`config.mk`:
```
export PLATFORM = sky130hd
export DESIGN_NAME = if_fetch_queue
export DESIGN_NICKNAME = d
export VERILOG_FILES = /design/src/rtl/if_fetch_queue.sv
export SDC_FILE = /design/constraint.sdc
export NUM_CORES = 1
export LEC_CHECK = 0
export CAP_MARGIN = 25
export CORE_MARGIN = 2
export CORE_UTILIZATION = 35
export DETAILED_ROUTE_END_ITERATION = 10
export SLEW_MARGIN = 20
export SYNTH_ARGS = -nofsm -noshare
export SYNTH_HDL_FRONTEND = slang
export SYNTH_SLANG_ARGS = --single-unit
```
`constraint.sdc`:
```
create_clock -name clk -period 7.6 [get_ports clk]
set_input_delay 1.14 -clock clk [delete_from_list [all_inputs] [get_ports clk]]
set_output_delay 1.14 -clock clk [all_outputs]
set_load 0.02 [all_outputs]
```
`src/rtl/if_fetch_queue.sv`:
```
// Instruction-fetch stage: credit-limited request/grant fetch into an in-order
// {PC, IR} queue, with branch redirect that squashes queued and in-flight work.
module if_fetch_queue #(
   parameter logic [31:0] RESET_PC        = 32'h0000_0000,
   parameter int          QDEPTH          = 4,
   parameter int          MAX_OUTSTANDING = 2
) (
   input  logic        clk,
   input  logic        rst_n,
   input  logic        ex_take_branch_out,
   input  logic [31:0] ex_target_PC_out,
   output logic        proc2Imem_req,
   output logic [31:0] proc2Imem_addr,
   input  logic        Imem2proc_gnt,
   input  logic        Imem2proc_valid,
   input  logic [31:0] Imem2proc_data,
   input  logic        id_ready,
   output logic        if_valid_inst_out,
   output logic [31:0] if_PC_out,
   output logic [31:0] if_NPC_out,
   output logic [31:0] if_IR_out,
   output logic        if_err_out
);

   localparam int QAW = $clog2(QDEPTH);
   localparam int CW  = $clog2(QDEPTH + 1);
   localparam int OW  = $clog2(MAX_OUTSTANDING + 1);
   localparam int FAW = (MAX_OUTSTANDING > 1) ? $clog2(MAX_OUTSTANDING) : 1;

   logic [31:0]    fetch_pc;
   logic [OW-1:0]  outstanding;
   logic [OW-1:0]  drop;
   logic [OW-1:0]  live;
   logic [FAW-1:0] fl_wr;
   logic [FAW-1:0] fl_rd;
   logic [31:0]    fl_pc [MAX_OUTSTANDING];
   logic [QAW-1:0] q_head;
   logic [QAW-1:0] q_tail;
   logic [CW-1:0]  count;
   logic [31:0]    q_pc [QDEPTH];
   logic [31:0]    q_ir [QDEPTH];
   logic           err;
   logic [31:0]    occ;
   logic           accept;
   logic           resp;
   logic           keep;
   logic           pop;

   function automatic logic [FAW-1:0] fl_inc(input logic [FAW-1:0] p);
      return (32'(p) == 32'(MAX_OUTSTANDING - 1)) ? '0 : p + 1'b1;
   endfunction

   // Credit counts queued entries plus live in-flight ones, so the queue can never overflow.
   assign live   = outstanding - drop;
   assign occ    = 32'(count) + 32'(live);
   assign proc2Imem_req  = rst_n & ~ex_take_branch_out
                         & (32'(outstanding) < 32'(MAX_OUTSTANDING))
                         & (occ < 32'(QDEPTH));
   assign proc2Imem_addr = fetch_pc;

   assign accept = proc2Imem_req & Imem2proc_gnt;
   assign resp   = Imem2proc_valid & (outstanding != '0);
   assign keep   = resp & (drop == '0) & ~ex_take_branch_out;
   assign pop    = (count != '0) & id_ready & ~ex_take_branch_out;

   always_ff @(posedge clk or negedge rst_n) begin
      if (!rst_n) begin
         fetch_pc    <= RESET_PC & ~32'h3;
         outstanding <= '0;
         drop        <= '0;
         fl_wr       <= '0;
         fl_rd       <= '0;
         q_head      <= '0;
         q_tail      <= '0;
         count       <= '0;
         err         <= 1'b0;
      end else begin
         if (ex_take_branch_out)
            fetch_pc <= ex_target_PC_out & ~32'h3;
         else if (accept)
            fetch_pc <= fetch_pc + 32'd4;

         outstanding <= outstanding + OW'(accept) - OW'(resp);

         // Everything still in flight after this cycle belongs to the old path.
         if (ex_take_branch_out)
            drop <= outstanding - OW'(resp);
         else if (resp && (drop != '0))
            drop <= drop - 1'b1;

         if (accept) fl_wr <= fl_inc(fl_wr);
         if (resp)   fl_rd <= fl_inc(fl_rd);

         if (ex_take_branch_out) begin
            q_head <= q_tail;
            count  <= '0;
         end else begin
            if (pop)  q_head <= q_head + 1'b1;
            if (keep) q_tail <= q_tail + 1'b1;
            count <= count + CW'(keep) - CW'(pop);
         end

         if (Imem2proc_valid && (outstanding == '0))
            err <= 1'b1;
      end
   end

   always_ff @(posedge clk) begin
      if (accept)
         fl_pc[fl_wr] <= fetch_pc;
      if (keep) begin
         q_pc[q_tail] <= fl_pc[fl_rd];
         q_ir[q_tail] <= Imem2proc_data;
      end
   end

   // Head fields read as zero when empty so reset values need no data reset.
   assign if_valid_inst_out = (count != '0);
   assign if_PC_out         = if_valid_inst_out ? q_pc[q_head] : 32'h0;
   assign if_IR_out         = if_valid_inst_out ? q_ir[q_head] : 32'h0;
   assign if_NPC_out        = if_PC_out + 32'd4;
   assign if_err_out        = err;

endmodule

```
* Yosys cells after proc, flatten, opt, wreduce, memory -nomap -nowiden
Memory sizes are Yosys's and may differ from the RTL's.
Index checks and enable logic that the tools add are counted.
** Storage, ports and cells
- Bits in read-only memories :: 0
- Input port bits :: 70
- Register bits after elaboration :: 46
- Bits in latches :: 0
- Memory bits (writable) :: 320
- Output and inout bits :: 131
- Memories :: 3
** Operators by class
- Divide/modulo/power cells :: 0
- Add/subtract/negate cells :: 14
- Multiplexer cells :: 15
- Equality and inequality tests :: 0
- Shift operators :: 0
- Order comparisons :: 2
- Multiply operators :: 0
- Bitwise operators :: 10
- Reductions and logical operators :: 11
** Memories
- q_ir :: depth 4, bits a word 32, rd ports 1, clocked after Yosys merged registers in 0, write ports 1, RTL line 41 : logic [31:0] q_ir [QDEPTH];
- q_pc :: depth 4, bits a word 32, rd ports 1, clocked after Yosys merged registers in 0, write ports 1, RTL line 40 : logic [31:0] q_pc [QDEPTH];
- fl_pc :: depth 2, bits a word 32, rd ports 1, clocked after Yosys merged registers in 0, write ports 1, RTL line 36 : logic [31:0] fl_pc [MAX_OUTSTANDING];
** Operators by type and width (count)
- 32-bit 2-to-1 mux :: 4
- 32-bit by 3-bit adder with 32-bit output, second input constant :: 2
- 2-bit nonzero test :: 5
- 1-bit bitwise AND :: 9
- 2-bit 2-to-1 mux :: 4
- 1-bit 2-to-1 mux :: 6
- 2-bit by 1-bit adder with 2-bit output, second input constant :: 2
- 3-bit by 2-bit adder with 4-bit output :: 1
- 2-bit zero test :: 2
- 4-bit by 3-bit less-than comparator with 1-bit output, second input constant :: 1
- 2-bit by 1-bit subtractor with 2-bit output :: 2
- 3-bit by 1-bit adder with 3-bit output :: 1
- 3-bit 2-to-1 mux :: 1
- 3-bit nonzero test :: 1
- 3-bit by 1-bit subtractor with 3-bit output :: 1
- 1-bit adder, second input constant :: 2
- 2-bit by 1-bit adder with 2-bit output :: 1
- 1-bit logical AND :: 2
- 2-bit less-than comparator, second input constant :: 1
- 2-bit AND reduction :: 1
- 2-bit by 1-bit subtractor with 2-bit output, second input constant :: 1
- 2-bit subtractor :: 1
- 1-bit NOT :: 1

* Longest topological paths before layout
- Depth in word-level cells :: 7
- Mapped depth :: 16

* Worst setup path after synthesis
OpenSTA, ideal clock, no wires.
- Path kind :: reg2out
- Start :: register count[1]
- End :: output if_NPC_out[20]
- Slack :: 3129 ps
- Stages on the path, launching flop included :: 14
- Data arrival time :: 3331 ps
- Path through :: dfrtp_1 nor3_2 inv_1 buf_4 buf_8 clkbuf_1 nand2_1 inv_1 ha_1 nand2_1 nor4_4 nand2_2 or3_1 xnor2_1
** Between the ends
- Longest elaborated chain between the ends :: 3
** Ends and longest elaborated chain
- start, declared :: RTL line 39 : logic [CW-1:0] count;
- start signal, assigned :: RTL line 100 : count <= count + CW'(keep) - CW'(pop);
- 3-bit nonzero test :: RTL line 118 : assign if_valid_inst_out = (count != '0);
- net if_valid_inst_out :: RTL line 18 : output logic if_valid_inst_out,
- 32-bit 2-to-1 mux :: RTL line 119 : assign if_PC_out = if_valid_inst_out ? q_pc[q_head] : 32'h0;
- net if_PC_out[2] :: RTL line 19 : output logic [31:0] if_PC_out,
- 32-bit by 3-bit adder with 32-bit output :: RTL line 121 : assign if_NPC_out = if_PC_out + 32'd4;
- end, declared :: RTL line 20 : output logic [31:0] if_NPC_out,
The timed path passes the listed nets, and every way through them passes these cells.

* Final worst setup path
- Start :: register q_head[0]
- End :: output if_NPC_out[31]
** Between the ends
- Longest elaborated chain between the ends :: 3
** Ends and longest elaborated chain
- start, declared :: RTL line 37 : logic [QAW-1:0] q_head;
- start signal, assigned :: RTL line 95 : q_head <= q_tail;
- start signal, assigned :: RTL line 98 : if (pop) q_head <= q_head + 1'b1;
- memory read 4 x 32 bit
- 32-bit 2-to-1 mux :: RTL line 119
- 32-bit by 3-bit adder with 32-bit output :: RTL line 121
Every way passes these cells.

==> results_dict.tcl <==
set metrics [dict create \
    routedWlPerCell_um 19.7 \
    r2r_end "outstanding[1]" \
    fin_crit_sh 0.757 \
    regArea_mm2 0.0104 \
    worst_pin_slew_ps 958 \
    cts-htree-levels 2 \
    synth_area_leaders "edfxtp_1 62%, mux4_2 8.3%, dfrtp_1 7.3%" \
    die_h_um 211 \
    port_buffers 192 \
    cp-endpoint "if_NPC_out[31]" \
    design_area_mm2 0.0187 \
    finalWorstSetupSlack_ps 1850 \
    post_cts_resized 0 \
    power_switching_mw 2.11 \
    drc_errors 0 \
    synthMostInstantiatedCell "edfxtp_1" \
    critPathLaunch "q_head[0]" \
    place_ws_ps 2260 \
    finalWirelength_um 33100 \
    drive_gt1_frac 0.156 \
    maxSlewHeadroom 0.359 \
    run_status "finished, final reports clean" \
    overflow 0 \
    num-fill-cells 3694 \
    synth_top_area_frac 0.617 \
    worst_skew_pair.late_latency_ps 530 \
    synth.avg_cell_area_um2 16.4 \
    dieArea_mm2 0.0445 \
    initialDrtViolationCount 517 \
    grt_pass1_wl_um 51600 \
    firstDrtPassIters 4 \
    multi_input_area_mm2 0.00426 \
    rsz0062_at_grt "false" \
    clock-skew-final_ps 20.5 \
    netlist_area_mm2 0.0150 \
    chipWidth_um 211 \
    utilization 0.445 \
    synth-edff-count 308 \
    period_minus_slack_ps 5750 \
    syn_to_final_growth_pct 25.0 \
    cts_tree "built" \
    ios 201 \
    synth_flop_cell "edfxtp_1" \
    coreArea_mm2 0.0421 \
    p_leak_nw 6.38 \
    critPathLaunchType "flip-flop" \
    crit_path_end_kind "output pin" \
    antenna_cells 0 \
    antenna_found_initial 0 \
    yosysWarnings 0 \
    synth_seq_cells 352 \
    vdd_drop_max_mv 0.168 \
    final.setup.tns_ps 0 \
    hold_path.class "reg -> reg" \
    nets 1200 \
    synthTopCellsByCount "308 x edfxtp_1, 68 x nand2_1, 61 x and2_1, 55 x mux4_2, 44 x dfrtp_1" \
    path_class "reg -> out" \
    cts-root-buf "clkbuf_16" \
    cp_max_fo 43 \
    final_antenna_net_count 0 \
    start_util 0.356 \
    cts.clk_slew.worst_paths_ps 60 \
    max-cap-violations 0 \
    fmaxAchievable_mhz 174 \
    avgViaCountPerCell 5.05 \
    core.rowCount 75 \
    synth_top_area_cell "edfxtp_1" \
    p_sw_frac 0.317 \
    first_global_vias 8726 \
    clockBufferDepth 3 \
    grtUsageTotal 0.151 \
    cts.sinks 352 \
    yosysSeqAreaShare 0.690 \
    regToRegStartpoint "outstanding[0]" \
    clockPowerShare 0.281 \
    post_cts_buffers 0 \
    finalHoldViolations 0 \
    seqPwrFrac 0.378 \
    p_comb_frac 0.341 \
    vias 8474 \
    async_reset_ff_frac 0.125 \
    setup_viol_count_final 0 \
    gp_congestion 0.786 \
    r2r_cells 14 \
    cts_buffers 38 \
    cellPowerDensity_mw_per_mm2 354 \
    cts_hold_buf 0 \
    r2r_slack_ps 3990 \
    worstPathArrival_ps 4610 \
    placed_area_mm2 0.0175 \
    dp_hpwl_um 21700 \
    yosysUniqueCellTypes 56 \
    internal_power_mw 4.53 \
    grt_max_degree 60 \
    synth_cells 912 \
    cp.required_ps 6460 \
    final_max_slew_viol_count 0 \
]
==> critical path, cell delays in order, from the launching register on <==
cell	delay, ps
dfrtp_4	970
buf_4	610
mux4_1	530
and3_1	240
nand4_1	220
nor4_2	560
nand3_1	170
xnor2_1	160
clkdlybuf4s50_1	620
==> sequential cells by signal, summed over array words and instances, names as in the netlist <==
name and flops:
q_ir 128, q_pc 120, fl_pc 60, proc2Imem_addr 30
count 3, drop 2, outstanding 2, q_head 2
q_tail 2, fl_rd 1, fl_wr 1, if_err_out 1
==> final cells by class <==
cell class                 count  area share
tap                          539      0.0360
clock buffer                  47      0.0559
clock inverter                18      0.0117
multi-input combinational    487       0.227
timing repair buffer         207       0.111
inverter                      29     0.00594
sequential                   352       0.552
==> stage by stage <==
| step | hold WS [ps] | power [mW] | instances |
|---|---|---|---|
| global placement | 491 | 4.81 | 1611 |
| CTS | 489 | 6.73 | 1678 |
| global route | 510 | 6.97 | 1679 |
| detailed placement | 467 | 4.85 | 1613 |
| finish | 485 | 6.64 | 1679 |
| floorplan | 461 | 3.93 | 917 |
==> kinds of logic (layout without fill, tap and decap cells) <==
| logic type | after synthesis | after routing | share of synthesized area |
|---|---|---|---|
| DFF | 352 | 352 | 0.690 |
| and+or+nand+nor | 252 | 252 | 0.0913 |
| muxes | 100 | 100 | 0.123 |
| buffers and inverters | 78 | 301 | 0.0277 |
| AOI/OAI and AO/OA | 67 | 67 | 0.0275 |
| xor gates and xnor gates | 47 | 47 | 0.0274 |
| adders and majority gates | 15 | 15 | 0.0130 |
| other | 1 | 6 | 0.000250 |
==> metal layers <==
metal / part of all wire / wire length, um / global-route usage / vias up
met4: 0.017 / 573 / 0.0367 / 0
met5: 0 / 0 / 0 / -
met3: 0.060 / 1980 / 0.0294 / 41
met2: 0.45 / 14800 / 0.230 / 272
li1: - / - / - / 3874
met1: 0.48 / 15800 / 0.225 / 4287
==> power groups by stage <==
stage	logic (mW)	clock network (mW)	registers, mW
finish	2.27	1.87	2.51
global placement	2.22	0	2.60
CTS	2.30	1.91	2.52
detailed placement	2.29	0	2.56
global route	2.44	1.99	2.54
floorplan	1.51	0	2.42
==> how the worst min path moves through the flow <==
stage,from,end,slack (ps),cells past startpoint
final,if_err_out,if_err_out,480,1
after global routing,if_err_out,if_err_out,510,1
after CTS,if_err_out,if_err_out,490,1
after detailed placement,if_err_out,if_err_out,470,1
after global placement,fl_wr,fl_wr,490,1
after floorplan,fl_wr,fl_wr,460,1
==> placed cells by master, fill, tap and decap left out, types with 6 or more instances in the layout <==
cell type / n
edfxtp_1: 308
clkdlybuf4s50_1: 190
nand2_1: 68
and2_1: 57
mux4_2: 55
dfrtp_1: 42
clkbuf_16: 41
nor2_1: 36
xnor2_1: 32
mux2_2: 31
o21ai_0: 29
nand3_1: 27
inv_1: 26
xor2_1: 15
ha_1: 14
nand4_1: 12
buf_4: 12
a21oi_1: 11
and3_1: 11
o211ai_1: 10
mux2i_1: 7
mux4_1: 7
clkinv_1: 7
and2_2: 6
and4_1: 6
conb_1: 6
clkbuf_1: 6
(Power assumes the default switching activity.)
